$ cat src/rtl/avalon_pipe_bridge.sv
// Pipelined Avalon-MM bridge: upstream slave commands are queued in a small FIFO and
// replayed in order on the downstream master port, with a cap on outstanding reads.
module avalon_pipe_bridge #(
  parameter int ADDR_W      = 3,
  parameter int DATA_W      = 32,
  parameter int CMD_DEPTH   = 4,
  parameter int MAX_PENDING = 4
) (
  input  logic                            clk,
  input  logic                            rst_n,
  input  logic                            in_read,
  input  logic                            in_write,
  input  logic [ADDR_W-1:0]               in_address,
  input  logic [DATA_W-1:0]               in_writedata,
  input  logic [DATA_W/8-1:0]             in_byteenable,
  output logic                            in_waitrequest,
  output logic [DATA_W-1:0]               in_readdata,
  output logic                            in_readdatavalid,
  output logic                            out_read,
  output logic                            out_write,
  output logic [ADDR_W-1:0]               out_address,
  output logic [DATA_W-1:0]               out_writedata,
  output logic [DATA_W/8-1:0]             out_byteenable,
  input  logic                            out_waitrequest,
  input  logic [DATA_W-1:0]               out_readdata,
  input  logic                            out_readdatavalid,
  output logic [$clog2(CMD_DEPTH):0]      cmd_level,
  output logic [$clog2(MAX_PENDING):0]    pending_reads
);

  localparam int BE_W = DATA_W / 8;
  localparam int PW   = $clog2(CMD_DEPTH);
  localparam int LW   = PW + 1;
  localparam int RW   = $clog2(MAX_PENDING) + 1;
  localparam logic [LW-1:0] FULL_LVL = LW'(CMD_DEPTH);
  localparam logic [RW-1:0] PEND_MAX = RW'(MAX_PENDING);

  // Handshake: a command transfers on a side in any cycle where its request (read or
  // write) is high and that side's waitrequest is low; otherwise the request and its
  // address/data/byteenable stay stable. Read responses carry no handshake.

  logic              mem_wr   [CMD_DEPTH];
  logic [ADDR_W-1:0] mem_addr [CMD_DEPTH];
  logic [DATA_W-1:0] mem_data [CMD_DEPTH];
  logic [BE_W-1:0]   mem_be   [CMD_DEPTH];

  logic [LW-1:0]     wr_ptr;
  logic [LW-1:0]     rd_ptr;
  logic [LW-1:0]     level;
  logic [RW-1:0]     pend_cnt;
  logic              rdv_q;
  logic [DATA_W-1:0] rdata_q;

  logic              empty;
  logic              full;
  logic              head_valid;
  logic              head_is_wr;
  logic [PW-1:0]     head_idx;
  logic              push;
  logic              pop;
  logic              read_pop;

  assign level      = wr_ptr - rd_ptr;
  assign empty      = (wr_ptr == rd_ptr);
  assign full       = (level == FULL_LVL);
  assign head_idx   = rd_ptr[PW-1:0];
  assign head_valid = rst_n && !empty;
  assign head_is_wr = mem_wr[head_idx];

  assign in_waitrequest = !rst_n || full;
  assign push           = (in_read || in_write) && !in_waitrequest;

  // A read head waits here when the outstanding-read budget is spent; nothing bypasses it.
  assign out_write      = head_valid && head_is_wr;
  assign out_read       = head_valid && !head_is_wr && (pend_cnt < PEND_MAX);
  assign out_address    = head_valid ? mem_addr[head_idx] : '0;
  assign out_writedata  = head_valid ? mem_data[head_idx] : '0;
  assign out_byteenable = head_valid ? mem_be[head_idx]   : '0;

  assign pop      = (out_read || out_write) && !out_waitrequest;
  assign read_pop = out_read && !out_waitrequest;

  assign cmd_level        = rst_n ? level : '0;
  assign pending_reads    = rst_n ? pend_cnt : '0;
  assign in_readdatavalid = rst_n && rdv_q;
  assign in_readdata      = rst_n ? rdata_q : '0;

  always_ff @(posedge clk) begin
    if (push) begin
      mem_wr[wr_ptr[PW-1:0]]   <= in_write;
      mem_addr[wr_ptr[PW-1:0]] <= in_address;
      mem_data[wr_ptr[PW-1:0]] <= in_writedata;
      mem_be[wr_ptr[PW-1:0]]   <= in_byteenable;
    end
  end

  always_ff @(posedge clk) begin
    if (!rst_n) begin
      wr_ptr <= '0;
      rd_ptr <= '0;
    end else begin
      if (push) wr_ptr <= wr_ptr + LW'(1);
      if (pop)  rd_ptr <= rd_ptr + LW'(1);
    end
  end

  // A response arriving with the issuing pop cancels out; a stray one at zero is ignored.
  always_ff @(posedge clk) begin
    if (!rst_n) begin
      pend_cnt <= '0;
    end else if (read_pop && !out_readdatavalid) begin
      pend_cnt <= pend_cnt + RW'(1);
    end else if (!read_pop && out_readdatavalid && (pend_cnt != '0)) begin
      pend_cnt <= pend_cnt - RW'(1);
    end
  end

  always_ff @(posedge clk) begin
    if (!rst_n) begin
      rdv_q   <= 1'b0;
      rdata_q <= '0;
    end else begin
      rdv_q <= out_readdatavalid;
      if (out_readdatavalid) rdata_q <= out_readdata;
    end
  end

endmodule

$ cat config.mk
export PLATFORM = sky130hd
export DESIGN_NAME = avalon_pipe_bridge
export DESIGN_NICKNAME = d
export VERILOG_FILES = /design/src/rtl/avalon_pipe_bridge.sv
export SDC_FILE = /design/constraint.sdc
export NUM_CORES = 1
export LEC_CHECK = 0
export BUFFER_PORTS_ARGS = -buffer_cell sky130_fd_sc_hd__buf_2
export CAP_MARGIN = 25
export CORE_MARGIN = 5
export CORE_UTILIZATION = 32
export DETAILED_ROUTE_END_ITERATION = 8
export GPL_TIMING_DRIVEN = 1
export PLACE_DENSITY_LB_ADDON = 0.2
export RECOVER_POWER = 100
export SKIP_LAST_GASP = 1
export SLEW_MARGIN = 40
export SYNTH_ARGS = -nofsm -noshare
export SYNTH_HDL_FRONTEND = slang
export SYNTH_SLANG_ARGS = --single-unit
$ cat constraint.sdc
create_clock -name clk -period 7.9 [get_ports clk]
set_input_delay 0.395 -clock clk [delete_from_list [all_inputs] [get_ports clk]]
set_output_delay 0.395 -clock clk [all_outputs]
set_load 0.005 [all_outputs]
== Word-level counts from Yosys, hierarchy flattened ==
Memories as Yosys holds them, arrays and structs flattened. A register that Yosys moved wholly into a read port is not among the register bits.
Cells that the tools add are included.
Storage, ports and cells
  input port bits: 77
  flip-flop bits (word level): 42
  memories: 4
  logic and storage cells: 58
  output and inout bits: 81
  RAM bits: 160
Cells by class
  mux-type cells: 18
  equal/unequal tests: 2
  add/sub/neg operators: 5
  $lt $le $gt $ge: 1
  reductions and logical operators: 23
Memories
  mem_data: depth 4, bits a word 32, read ports 1, clocked after memory_dff 1, write ports 1, line 44  | logic [DATA_W-1:0] mem_data [CMD_DEPTH];
  mem_be: depth 4, bits a word 4, read ports 1, clocked after memory_dff 1, write ports 1, line 45  | logic [BE_W-1:0] mem_be [CMD_DEPTH];
  mem_addr: depth 4, bits a word 3, read ports 1, clocked after memory_dff 1, write ports 1, line 43  | logic [ADDR_W-1:0] mem_addr [CMD_DEPTH];
  mem_wr: depth 4, bits a word 1, read ports 1, clocked after memory_dff 1, write ports 1, line 42  | logic mem_wr [CMD_DEPTH];
Operators with widths (count)
  32-bit 2-to-1 mux: 2
  2-bit 2-to-1 mux: 8
  3-bit 2-to-1 mux: 5
  1-bit logical AND: 11
  3-bit by 1-bit adder with 3-bit output, second input constant: 3
  1-bit zero test: 7
  4-bit 2-to-1 mux: 1
  3-bit equality test: 1
  3-bit equality test, second input constant: 1
  1-bit logical OR: 3
  3-bit less-than comparator, second input constant: 1
  3-bit nonzero test: 1
  3-bit by 1-bit subtractor with 3-bit output, second input constant: 1
  3-bit subtractor: 1
  1-bit 2-to-1 mux: 2
  2-bit nonzero test: 1

== Logic depth before layout (Yosys ltp) ==
  word-level depth: 11
  depth in mapped cells: 8
  mapped depth without buffers: 8

== Worst setup path after synthesis ==
OpenSTA, ideal clock, no wires.
  path kind: register -> register
  start: reg wr_ptr[0]
  end: mem mem_addr[3][0], enable pin
  library setup time: 487 ps
  path slack: 3214 ps
  required time: 7413 ps
  arrival: 4199 ps
  stages on the path, launching flop included: 7
  clock period less this slack: 4686 ps
  buffers on the path: 0
  path through: dfxtp_1 > inv_1 > ha_1 > fa_1 > xnor3_1 > o21ai_1 > nor3_1
On the way
  cells in the longest elaborated chain, start to end: 7
Ends and longest elaborated chain
  from (decl): line 47  | logic [LW-1:0] wr_ptr;
  from (signal assigned): line 102  | if (push) wr_ptr <= wr_ptr + LW'(1);
  3-bit subtractor: line 63  | assign level = wr_ptr - rd_ptr;
  3-bit equality test: line 65  | assign full = (level == FULL_LVL);
  1-bit logical OR: line 70  | assign in_waitrequest = !rst_n || full;
  net in_waitrequest: line 16  | output logic in_waitrequest,
  1-bit zero test: line 71  | assign push = (in_read || in_write) && !in_waitrequest;
  1-bit logical AND: line 71
  1-bit 2-to-1 mux: line 89  | if (push) begin
  1-bit 2-to-1 mux (implied by the code): line 91  | mem_addr[wr_ptr[PW-1:0]] <= in_address;
  to (decl): line 43
The timed path passes the listed nets, and every way through them passes these cells.

== Worst setup path after layout ==
  start: in rst_n
  end: mem mem_data[3][26], enable pin
On the way
  cells in the longest elaborated chain, start to end: 6
Ends and longest elaborated chain
  from (decl): line 10  | input logic rst_n,
  1-bit zero test
  1-bit logical OR: line 70
  1-bit zero test: line 71
  1-bit logical AND: line 71
  1-bit 2-to-1 mux: line 89
  1-bit 2-to-1 mux (implied by the code): line 92  | mem_data[wr_ptr[PW-1:0]] <= in_writedata;
  to (decl): line 44
No other way between the ends.

==> results.sh <==
export IMPL_post_cts_buffers=0
export IMPL_nFillCells=2371
export IMPL_yosysTopAreaCell="edfxtp_1"
export IMPL_synth_top_cell_area_share=0.589
export IMPL_synthTopCellsByArea="edfxtp_1, mux4_2, dfxtp_1"
export IMPL_post_dp_hpwl_um=11000
export IMPL_core_um2=25200
export IMPL_avgSynthCellArea_um2=16.8
export IMPL_maxCapViolCount=4
export IMPL_syn_num_nets=573
export IMPL_syn_inst=487
export IMPL_rows=58
export IMPL_final_setup_viol_count=0
export IMPL_grt_usage=0.118
export IMPL_status="finished, violations left"
export IMPL_h_tree_depth=1
export IMPL_wl_per_cell_um=17.5
export IMPL_yosysSeqAreaShare=0.697
export IMPL_powerDensity_nw_per_um2=284
export IMPL_period_needed_ns=4.43
export IMPL_viasPerCell=4.62
export IMPL_die_x_um=170
export IMPL_cts_buffers=22
export IMPL_crit_path_start_kind="input port"
export IMPL_start_util=0.324
export IMPL_worst_ir_drop_vdd_mv=0.123
export IMPL_cts_tree="built"
export IMPL_io_pins=158
export IMPL_holdBufCountCts=0
export IMPL_hp_class="in2reg"
export IMPL_drtIter0Drc=245
export IMPL_multi_input_area_um2=2340
export IMPL_diodes=0
export IMPL_numClockSinks=204
export IMPL_clockBufferDepth=3
export IMPL_cts_resized=0
export IMPL_slew_headroom=-0.737
export IMPL_tns_ns=0
export IMPL_cellLeakagePower_nw=3.43
export IMPL_vias=4580
export IMPL_tightestPinTransition_ns=2.61
export IMPL_violations="max-capacitance violations, max-slew violations"
export IMPL_crit_arrival_ns=4.48
export IMPL_worst_setup_path_type="in2reg"
export IMPL_yosysUniqueCellTypes=37
export IMPL_clk_pin_slew_ns=0.06
export IMPL_path_max_fanout=47
export IMPL_required_ns=7.95
export IMPL_skew_ns=0.0121
export IMPL_fin_crit_sh=0.561
export IMPL_port_buffers=157
export IMPL_ys_ff_latch=204
export IMPL_hold_viol=0
export IMPL_drv_slew=175
export IMPL_root_buffer="clkbuf_16"
export IMPL_yosysWarnings=0
export IMPL_overflow=0
export IMPL_grt_pass1_wl_um=27000
export IMPL_gp_congestion=0.789
export IMPL_grt_pass1_vias=5077
export IMPL_seqCellArea_um2=5690
export IMPL_layout_nets=732
export IMPL_syn_to_final_growth_pct=21.0
export IMPL_drive_above_1_share=0.216
export IMPL_netlist_area_um2=8160
export IMPL_die_h_um=170
export IMPL_rsz0062_at_grt="false"
export IMPL_grt_max_degree=48
export IMPL_drt_total_wl_um=17300
export IMPL_fmax_mhz=226
export IMPL_critPathCaptureType="flip-flop"
export IMPL_drtPass1Iterations=6
export IMPL_drc_errors=0
export IMPL_antenna_found_initial=1
export IMPL_post_dp_cell_area_um2=9330
export IMPL_final_antenna_net_count=0
export IMPL_clk_latency_ns=0.50
export IMPL_dieArea_um2=28800
export IMPL_design_area_um2=9880
final cells by class:
class                   count  area share
clock buffers              30      0.0588
inverters                  10     0.00380
well taps                 330      0.0418
multi-input cells         247       0.237
repair buffers            161      0.0717
clock inverters            10      0.0110
flip-flops and latches    204       0.576
synthesized netlist by cell type (all sizes together):
| master | instances |
|---|---|
| nor2 | 44 |
| o21ai | 2 |
| and2 | 38 |
| o2111ai | 1 |
| or4 | 2 |
| dfxtp | 44 |
| or3 | 2 |
| clkinv | 1 |
| xor2 | 2 |
| xnor3 | 1 |
| o221ai | 1 |
| o311ai | 1 |
| a21oi | 1 |
| a31oi | 1 |
| clkbuf | 17 |
| buf | 9 |
| o31ai | 2 |
| inv | 9 |
| nor3 | 2 |
| mux4 | 40 |
| nand2b | 2 |
| or4b | 1 |
| xnor2 | 1 |
| ha | 7 |
| fa | 2 |
| a311oi | 1 |
| a2111oi | 2 |
| mux2i | 36 |
| nand2 | 8 |
| o211ai | 1 |
| nand3 | 2 |
| edfxtp | 160 |
| nor2b | 43 |
| a211o | 1 |
where the power goes:
part           switching, mW  internal [mW]
Clock                  0.392          0.581
Combinational          0.265          0.226
Sequential            0.0580           1.28
Total                  0.715           2.09
logic make-up (layout without fill, tap and decap cells):
family	after synthesis	in the layout	share of synthesized area
AND/OR/NAND/NOR	144	144	0.0946
AO/OA/AOI/OAI	14	14	0.0152
XOR/XNOR	4	4	0.00598
buffers and inverters	36	211	0.0175
adder cells (fa/ha/maj)	9	9	0.0156
flip-flops	204	204	0.697
multiplexers	76	76	0.155
final timing paths:
check / endpoint / from / slack [ns] / cells after the start
min reg2reg: rdata_q[22] / rdata_q[22] / 0.48 / 2
max: mem_data[3][26] / rst_n / 3.47 / 4
min: rdata_q[15] / out_readdata[15] / 0.14 / 3
max reg2reg: mem_data[3][26] / wr_ptr[0] / 3.72 / 7
registers in the layout, indices dropped and copies added, names as in the netlist, named ones only:
| name | flops |
|---|---|
| mem_data | 128 |
| rdv_q | 1 |
| rd_ptr | 3 |
| mem_be | 16 |
| pend_cnt | 3 |
| mem_wr | 4 |
| wr_ptr | 3 |
| rdata_q | 32 |
| mem_addr | 12 |
per-layer routing:
metal  up-vias  routed length [um]  global-route usage  part of all wire
li1       2137                   -                   -                 -
met1      2246                7120               0.145              0.41
met2       162                8250               0.199              0.48
met3        33                1560              0.0452             0.090
met4         2                 369              0.0280             0.021
met5         -                  13                   0           0.00075
per-stage QoR:
step	worst slack, ns	instances	util	hold WS, ns	power, mW
after floorplan	3.21	487	-	0.452	1.67
after global placement	4.67	951	0.369	0.464	1.87
after detailed placement	4.88	952	0.371	0.474	1.90
after CTS	4.93	992	0.398	0.0842	2.89
after global routing	2.96	992	0.392	0.125	2.96
final	3.47	992	0.392	0.135	2.81
cells in the final DEF (no fill, tap or decap), types with 2 or more instances in the layout:
master / Yosys / routed
mux2i_1: 36 / 36
nand3_1: 2 / 2
fa_1: 2 / 2
and2_0: 0 / 25
edfxtp_1: 160 / 160
clkbuf_1: 17 / 99
or3_1: 2 / 2
clkbuf_16: 0 / 22
nand2_1: 8 / 8
nor2_1: 44 / 44
dfxtp_1: 44 / 42
or4_1: 2 / 2
o31ai_1: 2 / 2
and2_4: 0 / 3
inv_1: 9 / 9
dfxtp_4: 0 / 2
bufinv_16: 0 / 2
ha_1: 7 / 7
buf_2: 6 / 60
clkbuf_2: 0 / 7
xor2_1: 2 / 2
mux4_2: 40 / 40
and2_1: 38 / 10
nor2b_1: 43 / 43
clkinv_1: 1 / 6
nand2b_1: 2 / 2
a2111oi_0: 1 / 2
critical path: stages:
cell	delay, ns
clkbuf_1	1.27
o21ai_0	0.62
nor3_2	0.29
clkbuf_1	1.87
Power figures use the tool's default switching activity.
